### config.mk
export PLATFORM = sky130hd
export DESIGN_NAME = associate_layer
export DESIGN_NICKNAME = d
export VERILOG_FILES = /design/src/rtl/associate_layer.sv
export SDC_FILE = /design/constraint.sdc
export NUM_CORES = 2
export LEC_CHECK = 0
export BUFFER_PORTS_ARGS = -buffer_cell sky130_fd_sc_hd__buf_2
export CAP_MARGIN = 40
export CELL_PAD_IN_SITES_DETAIL_PLACEMENT = 1
export CELL_PAD_IN_SITES_GLOBAL_PLACEMENT = 2
export CORE_MARGIN = 1
export CORE_UTILIZATION = 35
export CTS_CLUSTER_DIAMETER = 80
export DETAILED_ROUTE_END_ITERATION = 7
export GPL_TIMING_DRIVEN = 0
export HOLD_SLACK_MARGIN = 0.06
export PLACE_DENSITY = 0.72
export SYNTH_ARGS = -nofsm -noshare
export SYNTH_HDL_FRONTEND = slang
export SYNTH_SLANG_ARGS = --single-unit
### constraint.sdc
create_clock -name clk -period 25.1 [get_ports clk]
set_input_delay 0 -clock clk [delete_from_list [all_inputs] [get_ports clk]]
set_output_delay 0 -clock clk [all_outputs]
set_load 0.02 [all_outputs]
### src/rtl/associate_layer.sv
// rtl/associate_layer.sv - NODES-wide fixed-point perceptron layer, time-multiplexed over ARGN arguments.
// Optional bias weight per node enabled by defining ASSOCIATE_BIAS_EN.
module associate_layer #(
    parameter int ARGN      = 2,
    parameter int NODES     = 2,
    parameter int ARG_WIDTH = 8,
    parameter int WGT_WIDTH = 16,
    parameter int RES_WIDTH = 16,
    parameter int FRAC      = 8,
    parameter int RATE      = 1
) (
    input  logic                           clk,
    input  logic                           rst,
    input  logic                           en,
    input  logic                           arg_valid,
    output logic                           arg_ready,
    input  logic [ARGN*ARG_WIDTH-1:0]      arg_data,
    output logic                           res_valid,
    input  logic                           res_ready,
    output logic [NODES*RES_WIDTH-1:0]     res_data,
    input  logic                           err_valid,
    output logic                           err_ready,
    input  logic [NODES*RES_WIDTH-1:0]     err_data,
    output logic                           fbk_valid,
    input  logic                           fbk_ready,
    output logic [ARGN*RES_WIDTH-1:0]      fbk_data
);

`ifdef ASSOCIATE_BIAS_EN
    localparam int NIDX = ARGN + 1;
`else
    localparam int NIDX = ARGN;
`endif
    localparam int XW  = ((ARG_WIDTH > FRAC) ? ARG_WIDTH : FRAC + 1) + 1;
    localparam int IW  = $clog2(NIDX) + 1;
    localparam int AW  = XW + WGT_WIDTH + $clog2(NIDX + 1);
    localparam int FW  = RES_WIDTH + WGT_WIDTH + $clog2(NODES + 1);
    localparam int PW  = RES_WIDTH + XW;
    localparam int UW  = ((PW > WGT_WIDTH) ? PW : WGT_WIDTH) + 1;
    localparam int SW0 = (AW > FW) ? AW : FW;
    localparam int SW  = (SW0 > UW) ? SW0 : UW;

    typedef enum logic [2:0] {IDLE, FWD, RES, ERR, BWD, FBK} state_t;

    state_t state, state_nx;
    logic                        live;
    logic [IW-1:0]               idx;
    logic                        last_idx;
    logic                        en_q;
    logic [ARG_WIDTH-1:0]        arg_q   [ARGN];
    logic signed [WGT_WIDTH-1:0] weight  [NODES][ARGN];
`ifdef ASSOCIATE_BIAS_EN
    logic signed [WGT_WIDTH-1:0] bias    [NODES];
`endif
    logic signed [AW-1:0]        acc     [NODES];
    logic signed [RES_WIDTH-1:0] err_q   [NODES];
    logic signed [RES_WIDTH-1:0] fbk_buf [ARGN];

    logic signed [XW-1:0]        x_cur;
    logic signed [WGT_WIDTH-1:0] w_cur   [NODES];
    logic signed [AW-1:0]        acc_nx  [NODES];
    logic signed [AW-1:0]        acc_sh;
    logic [RES_WIDTH-1:0]        res_sat [NODES];
    logic signed [FW-1:0]        fsum;
    logic signed [FW-1:0]        fsh;
    logic [RES_WIDTH-1:0]        fbk_sat;
    logic signed [PW-1:0]        prod;
    logic signed [PW-1:0]        dlt;
    logic [WGT_WIDTH-1:0]        w_upd   [NODES];

    // Clamp a sign-extended value to the signed range of the narrower type.
    function automatic logic [RES_WIDTH-1:0] sat_res(input logic [SW-1:0] v);
        logic [RES_WIDTH-1:0] r;
        if (v[SW-1:RES_WIDTH-1] == {(SW-RES_WIDTH+1){v[SW-1]}})
            r = v[RES_WIDTH-1:0];
        else
            r = {v[SW-1], {(RES_WIDTH-1){~v[SW-1]}}};
        return r;
    endfunction

    function automatic logic [WGT_WIDTH-1:0] sat_wgt(input logic [SW-1:0] v);
        logic [WGT_WIDTH-1:0] r;
        if (v[SW-1:WGT_WIDTH-1] == {(SW-WGT_WIDTH+1){v[SW-1]}})
            r = v[WGT_WIDTH-1:0];
        else
            r = {v[SW-1], {(WGT_WIDTH-1){~v[SW-1]}}};
        return r;
    endfunction

    assign last_idx = (idx == IW'(NIDX - 1));

    // Operand select for the current index; the bias slot sits at index ARGN.
    always_comb begin
`ifdef ASSOCIATE_BIAS_EN
        x_cur = XW'(1) << FRAC;
`else
        x_cur = '0;
`endif
        for (int j = 0; j < ARGN; j++)
            if (idx == IW'(j))
                x_cur = XW'({1'b0, arg_q[j]});
        fsum   = '0;
        acc_sh = '0;
        prod   = '0;
        dlt    = '0;
        for (int n = 0; n < NODES; n++) begin
`ifdef ASSOCIATE_BIAS_EN
            w_cur[n] = bias[n];
`else
            w_cur[n] = '0;
`endif
            for (int j = 0; j < ARGN; j++)
                if (idx == IW'(j))
                    w_cur[n] = weight[n][j];
            acc_nx[n]  = acc[n] + AW'(x_cur) * AW'(w_cur[n]);
            acc_sh     = acc_nx[n] >>> FRAC;
            res_sat[n] = sat_res(SW'(acc_sh));
            fsum       = fsum + FW'(err_q[n]) * FW'(w_cur[n]);
            prod       = PW'(err_q[n]) * PW'(x_cur);
            dlt        = prod >>> (FRAC + RATE);
            w_upd[n]   = sat_wgt(SW'(UW'(w_cur[n]) + UW'(dlt)));
        end
        fsh     = fsum >>> FRAC;
        fbk_sat = sat_res(SW'(fsh));
    end

    always_ff @(posedge clk or negedge rst) begin
        if (!rst)
            state <= IDLE;
        else
            state <= state_nx;
    end

    always_comb begin
        state_nx = state;
        case (state)
            IDLE: if (arg_valid && arg_ready) state_nx = FWD;
            FWD:  if (last_idx) state_nx = RES;
            RES:  if (res_ready) state_nx = en_q ? ERR : IDLE;
            ERR:  if (err_valid) state_nx = BWD;
            BWD:  if (last_idx) state_nx = FBK;
            FBK:  if (fbk_ready) state_nx = IDLE;
            default: state_nx = IDLE;
        endcase
    end

    // live keeps arg_ready low while reset is held and for the release edge.
    always_comb begin
        arg_ready = (state == IDLE) && live;
        res_valid = (state == RES);
        err_ready = (state == ERR);
        fbk_valid = (state == FBK);
    end

    always_ff @(posedge clk or negedge rst) begin
        if (!rst) begin
            live     <= 1'b0;
            idx      <= '0;
            en_q     <= 1'b0;
            res_data <= '0;
            fbk_data <= '0;
            for (int j = 0; j < ARGN; j++) begin
                arg_q[j]   <= '0;
                fbk_buf[j] <= '0;
            end
            for (int n = 0; n < NODES; n++) begin
                acc[n]   <= '0;
                err_q[n] <= '0;
`ifdef ASSOCIATE_BIAS_EN
                bias[n]  <= '0;
`endif
                for (int j = 0; j < ARGN; j++)
                    weight[n][j] <= '0;
            end
        end else begin
            live <= 1'b1;
            case (state)
                IDLE: begin
                    if (arg_valid && arg_ready) begin
                        for (int j = 0; j < ARGN; j++)
                            arg_q[j] <= arg_data[j*ARG_WIDTH +: ARG_WIDTH];
                        en_q <= en;
                        idx  <= '0;
                        for (int n = 0; n < NODES; n++)
                            acc[n] <= '0;
                    end
                end
                FWD: begin
                    for (int n = 0; n < NODES; n++)
                        acc[n] <= acc_nx[n];
                    idx <= idx + IW'(1);
                    if (last_idx) begin
                        idx <= '0;
                        for (int n = 0; n < NODES; n++)
                            res_data[n*RES_WIDTH +: RES_WIDTH] <= res_sat[n];
                    end
                end
                ERR: begin
                    if (err_valid) begin
                        for (int n = 0; n < NODES; n++)
                            err_q[n] <= err_data[n*RES_WIDTH +: RES_WIDTH];
                        idx <= '0;
                    end
                end
                BWD: begin
                    // Feedback reads w_cur before this edge commits the update.
                    for (int j = 0; j < ARGN; j++)
                        if (idx == IW'(j))
                            fbk_buf[j] <= fbk_sat;
                    for (int n = 0; n < NODES; n++) begin
                        for (int j = 0; j < ARGN; j++)
                            if (en_q && idx == IW'(j))
                                weight[n][j] <= w_upd[n];
`ifdef ASSOCIATE_BIAS_EN
                        if (en_q && idx == IW'(ARGN))
                            bias[n] <= w_upd[n];
`endif
                    end
                    idx <= idx + IW'(1);
                    if (last_idx) begin
                        idx <= '0;
                        for (int j = 0; j < ARGN; j++)
                            fbk_data[j*RES_WIDTH +: RES_WIDTH] <=
                                (idx == IW'(j)) ? fbk_sat : fbk_buf[j];
                    end
                end
                default: ;
            endcase
        end
    end

endmodule

==> impl_metrics.toml <==
[finish]
syn_to_final_growth_pct = 11.1
final_area_um2 = 56900
nNetsFinal = 7415
layout-drive-gt1-share_pct = 5.83

[clock_tree]
clk_path_buf_depth = 3
cts_tree = "built"
insertion_delay_ps = 660
htree_levels = 2
numCtsBuffers = 38
cts-root-buf = "clkbuf_16"
clkTransAtPathRegs_ps = 60
clock-sinks = 255

[sta]
slew_violations = 0
worst_pin_slew_ps = 1010
timing.final.crit_period_ps = 11680
relSlewSlack_pct = 32.4
skew_ps = 50.0
final_hold_viol_count = 0
tns_ps = 0
fin_crit_sh_pct = 46.5
setup_viol = 0
whs_ps = 102
rsz0062_at_grt = "no"
max_freq_mhz = 85.6

[logic_synthesis]
syn_nets = 7135
ys_ff_latch = 255
avgSynthCellArea_um2 = 9.07
syn_area_um2 = 51200
ys_warn_count = 0
synth_top_cell_area_share_pct = 40.8
postSynth.asyncResetShare_pct = 100
yosysUniqueCellTypes = 81
synth_top_area_cell = "fa_1"
synth_edf_count = 0
synth-main-ff-cell = "dfrtp_1"
syn_inst = 5646
synth_seq_area_share_pct = 12.5
synth.area.top_cells = "fa_1, dfrtp_1, ha_1, inv_1, and2_1"

[critical_path]
cp-start-kind = "flip-flop"
cp.required_ps = 25590
cp-end-kind = "flip-flop"
crit_buf_inv = 13
crit_slowest_cell = "fa_1"
criticalPathCategory = "reg -> reg"
crit_top_cell = "fa_1"
arrival_ps = 12170
crit_family = "adder cells"
cpPeakStageDelay_ps = 790
crit_fanout = 10

[place]
placed_area_um2 = 54900
gp_congestion = 0.961
port_buffers = 122
hpwl_mm = 158

[global_routing]
grt_pass1_vias = 44020
overflow = 0
antenna_found_initial = 8
grt_pass1_wl_mm = 280
grt_max_degree = 104
grt_usage_pct = 25.7

[detailed_routing]
drt_wl_total_mm = 183
drtPass1Iterations = 5
drt_iter0_drc = 1810
vias_per_cell = 4.95
vias = 38898
final_antenna_net_count = 0
drc = 0
wl_per_cell_um = 23.2

[status]
status = "finished, final reports clean"

[floorplan]
core_um2 = 144000
row_count = 139
ios = 123
initial_core_util_pct = 35.5
die_w_um = 384
die_area_um2 = 148000
dieHeight_um = 384

[hold_path]
hp-class = "in -> reg"

[run]
max_cap_viol_count = 0
-- Yosys cell counts, types with 22 or more instances --
library cell,count
and2_1,420
nor3_1,31
mux2i_1,41
nor2_1,356
a21oi_1,132
xnor2_1,90
clkbuf_1,251
or2_2,44
inv_1,1258
a21o_1,53
nand2_1,663
dfrtp_1,255
nand2b_1,22
ha_1,391
fa_1,1043
nand3_1,98
o21a_1,26
o21ai_0,155
xor2_1,46
mux2_2,36
-- cell type report --
type                       instances  area [um2]
antenna                            8        20.0
buffer                           271        1040
clock buffer                      45        1010
clock inverter                    22         312
fill                           16931       87500
inverter                        1258        4720
multi-input combinational       3862       39000
sequential                       255        6380
tap                             1903        2380
timing repair buffer             240        1970
-- kinds of logic (layout without fill, tap and decap cells) --
family / Yosys count / after routing / synth area share, %
buffers and inverters: 1529 / 1836 / 11.2
adders and majority gates: 1434 / 1434 / 50.3
DFF: 255 / 255 / 12.5
and+or+nand+nor: 1706 / 1706 / 15.7
other: 1 / 9 / 0.00733
xor gates and xnor gates: 137 / 137 / 2.38
muxes: 77 / 77 / 1.59
AOI/OAI and AO/OA: 507 / 507 / 6.28
-- worst min-delay path, cell delays in order --
cell and delay, ps:
dlygate4sd3_1 510, buf_2 90, nand2_1 40, nand2_1 50
-- state kept, by name, indices dropped and copies added, names as in the netlist --
signal / count
state: 3
fbk_data: 32
live: 1
acc: 56
fbk_buf: 16
weight: 64
en_q: 1
err_q: 32
arg_q: 16
res_data: 32
idx: 2
-- through the flow --
step                      worst slack [ps]  util (%)  cells
after CTS                            13000      39.4   7855
after detailed placement             13020      38.1   7731
final                                13420      39.4   7864
after floorplan                      15570         -   5646
after global placement               12340      37.5   7671
after global routing                 12670      39.4   7856
-- cells in the final DEF, fill, tap and decap left out, types with 14 or more instances in the layout --
| cell type | n |
|---|---|
| nand2_1 | 663 |
| nand2b_1 | 22 |
| xnor2_1 | 90 |
| buf_2 | 126 |
| and2_1 | 420 |
| buf_8 | 19 |
| a21oi_1 | 132 |
| nor3_1 | 31 |
| ha_1 | 391 |
| o21a_1 | 26 |
| dfrtp_1 | 255 |
| dlygate4sd3_1 | 56 |
| fa_1 | 1043 |
| clkbuf_16 | 38 |
| nor2b_1 | 17 |
| nor2_1 | 356 |
| mux2_2 | 36 |
| inv_1 | 1258 |
| or2_2 | 44 |
| o21bai_1 | 14 |
| a21o_1 | 53 |
| buf_1 | 15 |
| a221o_1 | 16 |
| nand3_1 | 98 |
| or3_1 | 17 |
| o21ai_0 | 155 |
| clkbuf_1 | 255 |
| buf_6 | 33 |
| xor2_1 | 46 |
| o22ai_1 | 17 |
| mux2i_1 | 41 |
-- final timing paths --
check | endpoint | startpoint | cells past startpoint | slack (ps)
min reg2reg | fbk_data[12] | fbk_data[12] | 2 | 470
min in group asynchronous | err_q[27] | rst | 4 | 460
max | fbk_data[24] | idx[0] | 36 | 13420
max reg2reg | fbk_data[24] | idx[0] | 36 | 13420
max in group asynchronous | res_data[23] | rst | 5 | 23520
min | arg_q[11] | arg_data[3] | 4 | 100
-- metal layers --
metal / vias up / global-route usage, % / part of all wire [%]
met2: 831 / 43.3 / 48
met3: 301 / 2.18 / 3.8
li1: 17458 / - / -
met1: 20308 / 33.1 / 42
met5: - / 0 / 0
met4: 0 / 12.9 / 6.0
-- repair_timing --
action,4_1_cts,5_1_grt
hold endpoints to repair,209,0
hold buffers,57,0
buffers inserted,0,0
resized for setup,0,0
Power is not shown: default switching activity piles up to over one toggle a cycle in this logic, so the estimate is an artifact.
